`src/rtl/digitube_pkg.sv`:
```
// Shared display constants and types for the 7-segment board display path.
// Segments and anodes are active-low throughout.
package digitube_pkg;

  localparam int NUM_DIGITS = 4;

  typedef logic [6:0]            seg_t;
  typedef logic [NUM_DIGITS-1:0] an_t;

  localparam seg_t SEG_BLANK = 7'h7F;
  localparam an_t  AN_OFF    = 4'hF;

endpackage

```
`src/rtl/digitube_pwm_thr.sv`:
```
// Brightness latch and PWM threshold: thr = ((bright_q+1)*SLOT_CYCLES)>>4.
// Latency: thr follows the load edge combinationally from bright_q; backpressure: none.
module digitube_pwm_thr
  import digitube_pkg::*;
#(
  parameter int SLOT_CYCLES = 50000,
  parameter int CNT_W       = 16
) (
  input  logic             sysclk,
  input  logic             Reset_n,
  input  logic             load_i,
  input  logic [3:0]       bright_i,
  output logic [CNT_W:0]   thr_o
);

  // One extra bit over CNT_W+4 so SLOT_CYCLES == 2**CNT_W cannot overflow.
  localparam int PW = CNT_W + 5;

  logic [3:0]    bright_q;
  logic [3:0]    bright_d;
  logic [PW-1:0] prod;

  always_comb begin
    bright_d = load_i ? bright_i : bright_q;
  end

  always_ff @(posedge sysclk or negedge Reset_n) begin
    if (!Reset_n) begin
      bright_q <= 4'hF;
    end else begin
      bright_q <= bright_d;
    end
  end

  always_comb begin
    prod  = PW'({1'b0, bright_q} + 5'd1) * PW'(SLOT_CYCLES);
    thr_o = (CNT_W+1)'(prod >> 4);
  end

endmodule

```
`src/rtl/digitube_mux.sv`:
```
// Time-multiplexed 4-digit 7-segment driver with frame snapshot, guard band and PWM.
// Latency: outputs registered 1 cycle after counter state; backpressure: none (free-running scan).
module digitube_mux
  import digitube_pkg::*;
#(
  parameter int SLOT_CYCLES = 50000,
  parameter int GUARD       = 64,
  parameter int CNT_W       = 16
) (
  input  logic       sysclk,
  input  logic       Reset_n,
  input  logic [6:0] digi_in1,
  input  logic [6:0] digi_in2,
  input  logic [6:0] digi_in3,
  input  logic [6:0] digi_in4,
  input  logic       enable,
  input  logic [3:0] brightness,
  output logic [6:0] seg_out,
  output logic [3:0] an_out,
  output logic       frame_tick
);

  localparam logic [CNT_W-1:0] SLOT_LAST = CNT_W'(SLOT_CYCLES - 1);
  // Guard beyond the slot length behaves identically to a guard of exactly one slot.
  localparam int unsigned      GUARD_CL  = (GUARD > SLOT_CYCLES) ? SLOT_CYCLES : GUARD;
  localparam logic [CNT_W:0]   GUARD_L   = (CNT_W+1)'(GUARD_CL);

  logic [CNT_W-1:0]            slot_cnt_q, slot_cnt_d;
  logic [1:0]                  idx_q, idx_d;
  logic                        en_q;
  seg_t [NUM_DIGITS-1:0]       snap_q, snap_d;
  seg_t                        seg_q, seg_d;
  an_t                         an_q, an_d;
  logic                        tick_q, tick_d;
  logic                        frame_start;
  logic                        lit;
  logic [CNT_W:0]              thr;

  digitube_pwm_thr #(
    .SLOT_CYCLES (SLOT_CYCLES),
    .CNT_W       (CNT_W)
  ) u_pwm_thr (
    .sysclk   (sysclk),
    .Reset_n  (Reset_n),
    .load_i   (frame_start),
    .bright_i (brightness),
    .thr_o    (thr)
  );

  assign frame_start = enable && (!en_q || (slot_cnt_q == SLOT_LAST && idx_q == 2'd3));
  assign lit = ({1'b0, slot_cnt_q} >= GUARD_L) && ({1'b0, slot_cnt_q} < thr);

  always_comb begin
    slot_cnt_d = slot_cnt_q;
    idx_d      = idx_q;
    snap_d     = snap_q;
    seg_d      = SEG_BLANK;
    an_d       = AN_OFF;
    tick_d     = frame_start;

    // Counters sit at zero while dark and through the enable-rise boundary cycle.
    if (!enable || !en_q) begin
      slot_cnt_d = '0;
      idx_d      = '0;
    end else if (slot_cnt_q == SLOT_LAST) begin
      slot_cnt_d = '0;
      idx_d      = idx_q + 2'd1;
    end else begin
      slot_cnt_d = slot_cnt_q + CNT_W'(1);
    end

    if (frame_start) begin
      snap_d = {digi_in4, digi_in3, digi_in2, digi_in1};
    end

    if (enable) begin
      seg_d = snap_q[idx_q];
      if (lit) begin
        an_d[idx_q] = 1'b0;
      end
    end
  end

  always_ff @(posedge sysclk or negedge Reset_n) begin
    if (!Reset_n) begin
      slot_cnt_q <= '0;
      idx_q      <= '0;
      en_q       <= 1'b0;
      snap_q     <= {NUM_DIGITS{SEG_BLANK}};
      seg_q      <= SEG_BLANK;
      an_q       <= AN_OFF;
      tick_q     <= 1'b0;
    end else begin
      slot_cnt_q <= slot_cnt_d;
      idx_q      <= idx_d;
      en_q       <= enable;
      snap_q     <= snap_d;
      seg_q      <= seg_d;
      an_q       <= an_d;
      tick_q     <= tick_d;
    end
  end

  assign seg_out    = seg_q;
  assign an_out     = an_q;
  assign frame_tick = tick_q;

endmodule

```
`config.mk`:
```
export PLATFORM = sky130hd
export DESIGN_NAME = digitube_mux
export DESIGN_NICKNAME = d
export VERILOG_FILES = /design/src/rtl/digitube_pkg.sv /design/src/rtl/digitube_pwm_thr.sv /design/src/rtl/digitube_mux.sv
export SDC_FILE = /design/constraint.sdc
export NUM_CORES = 1
export LEC_CHECK = 0
export BUFFER_PORTS_ARGS = -buffer_cell sky130_fd_sc_hd__buf_2
export CELL_PAD_IN_SITES_DETAIL_PLACEMENT = 2
export CELL_PAD_IN_SITES_GLOBAL_PLACEMENT = 2
export CORE_MARGIN = 2
export CORE_UTILIZATION = 35
export DETAILED_ROUTE_END_ITERATION = 12
export PLACE_DENSITY_LB_ADDON = 0.08
export REMOVE_ABC_BUFFERS = 1
export SLEW_MARGIN = 20
export SYNTH_ARGS = -nofsm -noshare
export SYNTH_HDL_FRONTEND = slang
export SYNTH_SLANG_ARGS = --single-unit
```
`constraint.sdc`:
```
create_clock -name sysclk -period 4.6 [get_ports sysclk]
set_input_delay 0.23 -clock sysclk [delete_from_list [all_inputs] [get_ports sysclk]]
set_output_delay 0.23 -clock sysclk [all_outputs]
set_load 0.005 [all_outputs]
```
==> implementation parameters <==
Parameter                              Value

Clock tree
  CTS tree    yes
  TritonCTS buffer count    9
  Clock-pin slew reported for the worst setup and hold paths after clock tree synthesis    0.05 ns
  Max Buffers Root-to-Sink    2
  Clock sink count    63
  Clock network latency to the later pin of the worst-skew pair    0.33 ns
  Clk root buf    sky130_fd_sc_hd__clkbuf_16
  CTS HTree Levels    3

Placement
  Placed wire-length estimate after detailed placement    7590 um
  IO Port Bufs    46
  Placer's final routability congestion estimate    0.832
  DP Worst Slack    -0.113 ns
  Placed insts    550
  Area after detailed placement    4510 um2

Routing
  Drc violations    0
  Detailed-route vias per instance    5.30
  Pre-Repair DR Iteration Count    4
  Number of vias after detailed routing    3010
  Initial detailed-routing violation count    73
  WL per Instance    18.3 um
  Antenna viol nets, final    0
  Final WL    10400 um

Worst setup path
  Most prevalent standard cell on the critical path    sky130_fd_sc_hd__ha_4
  Launching element type of the critical path    flip-flop
  Bufs and invs on worst path    0
  Required time of the critical path    4.83 ns
  Worst stage delay on the critical path    0.59 ns
  Critical path's top delay family    adder cells
  Classification of the worst setup path    flip-flop to flip-flop
  Sort of element at the end of the critical path    flip-flop
  Worst reg2reg startpoint    u_pwm_thr.bright_q[1]$_DFFE_PN1P_
  CP max-delay cell    sky130_fd_sc_hd__dfstp_2
  Cells traversed along the worst timing path    ha_4 > and3_1 > ha_2 > xor2_1 > ha_1 > ha_4 > ha_4 > a21oi_2 > o21ai_1 > a21o_1 > a2111oi_4 > nor3b_1 > ha_1 > nand3_1 > nor2_2 > nand4_1 > and4_4 > o41ai_4
  Largest fanout of any net on the critical path    5
  Data arrival, critical path    4.59 ns
  Critical path launch point    u_pwm_thr.bright_q[1]$_DFFE_PN1P_

Layout
  Commonest non-fill, non-tap cell in the layout    sky130_fd_sc_hd__buf_2
  Fraction of layout instances using a drive strength above 1    44.9%
  Final layout net count    510
  Fillcell total    1168
  Area of the multi-input gates    2570 um2
  Area occupied by registers    1630 um2
  Final core area utilization    45.1%
  Area Overhead vs Synth    26.2%
  Final Instance Area    5130 um2
  Count of inserted antenna diode cells    0
  Most frequent cells in the layout    46 x sky130_fd_sc_hd__buf_2, 44 x sky130_fd_sc_hd__ha_1, 43 x sky130_fd_sc_hd__dfstp_2
  Number of standard cells in the final layout excluding fillers    568

Yosys
  Gate count of the mapped netlist    361
  Cell Area, Synth    4070 um2
  Number of distinct library cells after synthesis    45
  Yosys warnings    0
  Main flop type after synthesis    sky130_fd_sc_hd__dfstp_2
  Flip-flop and latch count after synthesis    63
  Share of the yosys chip area belonging to registers    40.1%
  Share of async-settable or async-resettable flops after synthesis    100%
  Number of synthesized flops with an enable pin    0
  Mean cell area of the mapped netlist    11.3 um2

Timing
  Least-Margin Pin Slew    1.08 ns
  Final worst path period share    94.8%
  Final Slew Violations    0
  Setup violation total in the final timing report    0
  Fmax    229 MHz
  RSZ-0062 raised after global routing    false
  Headroom to the max-slew limit    27.8%
  Final Skew    0.00671 ns
  Setup TNS Final    0 ns
  Final critical path time including I/O delays and setup    4.36 ns
  Fin. Hold Viols    0
  Worst Setup Slack, final    0.240 ns

Floorplan
  Total Die Area    12500 um2
  Standard-cell row count    39
  Initial Utilization    35.8%
  Y dimension of the die    112 um
  Overall die width    112 um
  Core outline area    11400 um2
  Boundary pin count    47

Global route
  First-pass GRT wire length    17600 um
  Antenna violations before repair    0
  Maximum number of pins on one net before global-route repair    64
  GRT Util Overall    17.9%
  Via count of the first global-routing pass    3416
  Remaining global-route overflow    0

Job
  Max-capacitance violation count    0

Pwr
  Pwr per Cell Area    507 nW/um2
  Cell Int Power    1.71 mW
  Logic gate share of total power    43.9%
  Leakage    2.30 nW
  Sequential cell fraction of total power    25.8%
  Net switching component of the power    0.887 mW
  Switching part of the total    34.1%
  Part of the power in the clock network    30.3%
  Highest ir drop seen on vdd    0.344 mV

Min path
  Worst hold-check path type    input pin to async pin

Outcome
  Outcome    complete, no violations
## cells by family after synthesis
group	count (synthesis)	share of synthesized area, %
and+or+nand+nor	96	12.9
DFF	63	40.1
adders and majority gates	55	17.1
AOI/OAI and AO/OA	45	7.44
muxes	40	13.0
buffers and inverters	32	3.05
xor gates and xnor gates	30	6.46
## metal layers
layer	global-route usage (%)	vias up	wire (um)
li1	-	1413	-
met1	22.9	1542	4650
met4	5.19	0	125
met5	0	-	0
met3	4.52	9	421
met2	29.9	46	5190
## power groups by stage
stage	registers, mW	logic [mW]	clock network [mW]
2_1_floorplan	0.667	0.663	0
3_3_place_gp	0.672	0.895	0
3_5_place_dp	0.675	0.930	0
4_1_cts	0.668	0.947	0.811
5_1_grt	0.678	1.28	0.833
6_report	0.670	1.14	0.788
## worst reg2reg max path, stage by stage, from the launching register on
cell                        delay (ns)
sky130_fd_sc_hd__dfstp_2          0.59
sky130_fd_sc_hd__ha_4             0.16
sky130_fd_sc_hd__and3_1           0.20
sky130_fd_sc_hd__ha_2             0.23
sky130_fd_sc_hd__xor2_1           0.16
sky130_fd_sc_hd__ha_1             0.27
sky130_fd_sc_hd__ha_4             0.30
sky130_fd_sc_hd__ha_4             0.22
sky130_fd_sc_hd__a21oi_2          0.17
sky130_fd_sc_hd__o21ai_1          0.11
sky130_fd_sc_hd__a21o_1           0.26
sky130_fd_sc_hd__a2111oi_4        0.31
sky130_fd_sc_hd__nor3b_1          0.09
sky130_fd_sc_hd__ha_1             0.33
sky130_fd_sc_hd__nand3_1          0.09
sky130_fd_sc_hd__nor2_2           0.13
sky130_fd_sc_hd__nand4_1          0.10
sky130_fd_sc_hd__and4_4           0.22
sky130_fd_sc_hd__o41ai_4          0.34
## final cells by class
cell class	count	area share (%)
Timing Repair Buffer	56	6.02
Inverter	24	1.76
Multi-Input combinational cell	266	50.1
Tap cell	143	3.49
Sequential cell	63	31.8
Clock buffer	12	5.41
Clock inverter	4	1.44
## synthesized netlist by cell type (all sizes together) (3+ instances only)
cell type	n	area (um2)
a211oi	3	22.5
a21oi	14	70.1
a31oi	3	18.8
and3	11	70.1
and4	4	37.5
buf	3	15.0
clkbuf	5	18.8
dfrtp	20	500
dfstp	43	1130
ha	54	676
inv	24	90.1
mux2	32	360
mux4	7	158
nand2	12	45.0
nand2b	8	50.1
nand3	11	55.1
nand4	6	37.5
nor2	26	97.6
nor3	3	15.0
o21ai	11	55.1
o41ai	5	62.6
or4	3	26.3
xnor2	15	131
xor2	15	131
## metrics by stage
step / hold slack, ns / power [mW]
final: 0.0690 / 2.60
after global routing: 0.120 / 2.79
after CTS: 0.113 / 2.43
after detailed placement: 0.466 / 1.61
after global placement: 0.457 / 1.57
after floorplan: -0.0656 / 1.33
## state kept, by name, indices dropped and copies added, names as in the netlist
name                flops
an_out                  4
en_q                    1
frame_tick              1
idx_q                   2
seg_out                 7
slot_cnt_q             16
snap_q                 28
u_pwm_thr.bright_q      4
## repair_timing
item / in CTS / in global routing
setup buffers: 0 / 2
pin swaps: 0 / 11
hold buffers: 0 / 0
setup endpoints to repair: 4 / 4
gates resized for setup: 6 / 34
## path summary, 6_finish.rpt
| check | to | slack, ns | cells after the start |
|---|---|---|---|
| max | an_out[1]$_DFF_PN1_ | 0.24 | 18 |
| min | en_q$_DFF_PN0_ | 0.07 | 2 |
| max reg2reg | an_out[1]$_DFF_PN1_ | 0.24 | 18 |
| min reg2reg | slot_cnt_q[0]$_DFF_PN0_ | 0.55 | 1 |
| max in group asynchronous | slot_cnt_q[0]$_DFF_PN0_ | 3.99 | 2 |
| min in group sysclk | snap_q[0]$_DFFE_PN1P_ | 0.13 | 2 |
(Power assumes the default switching activity.)
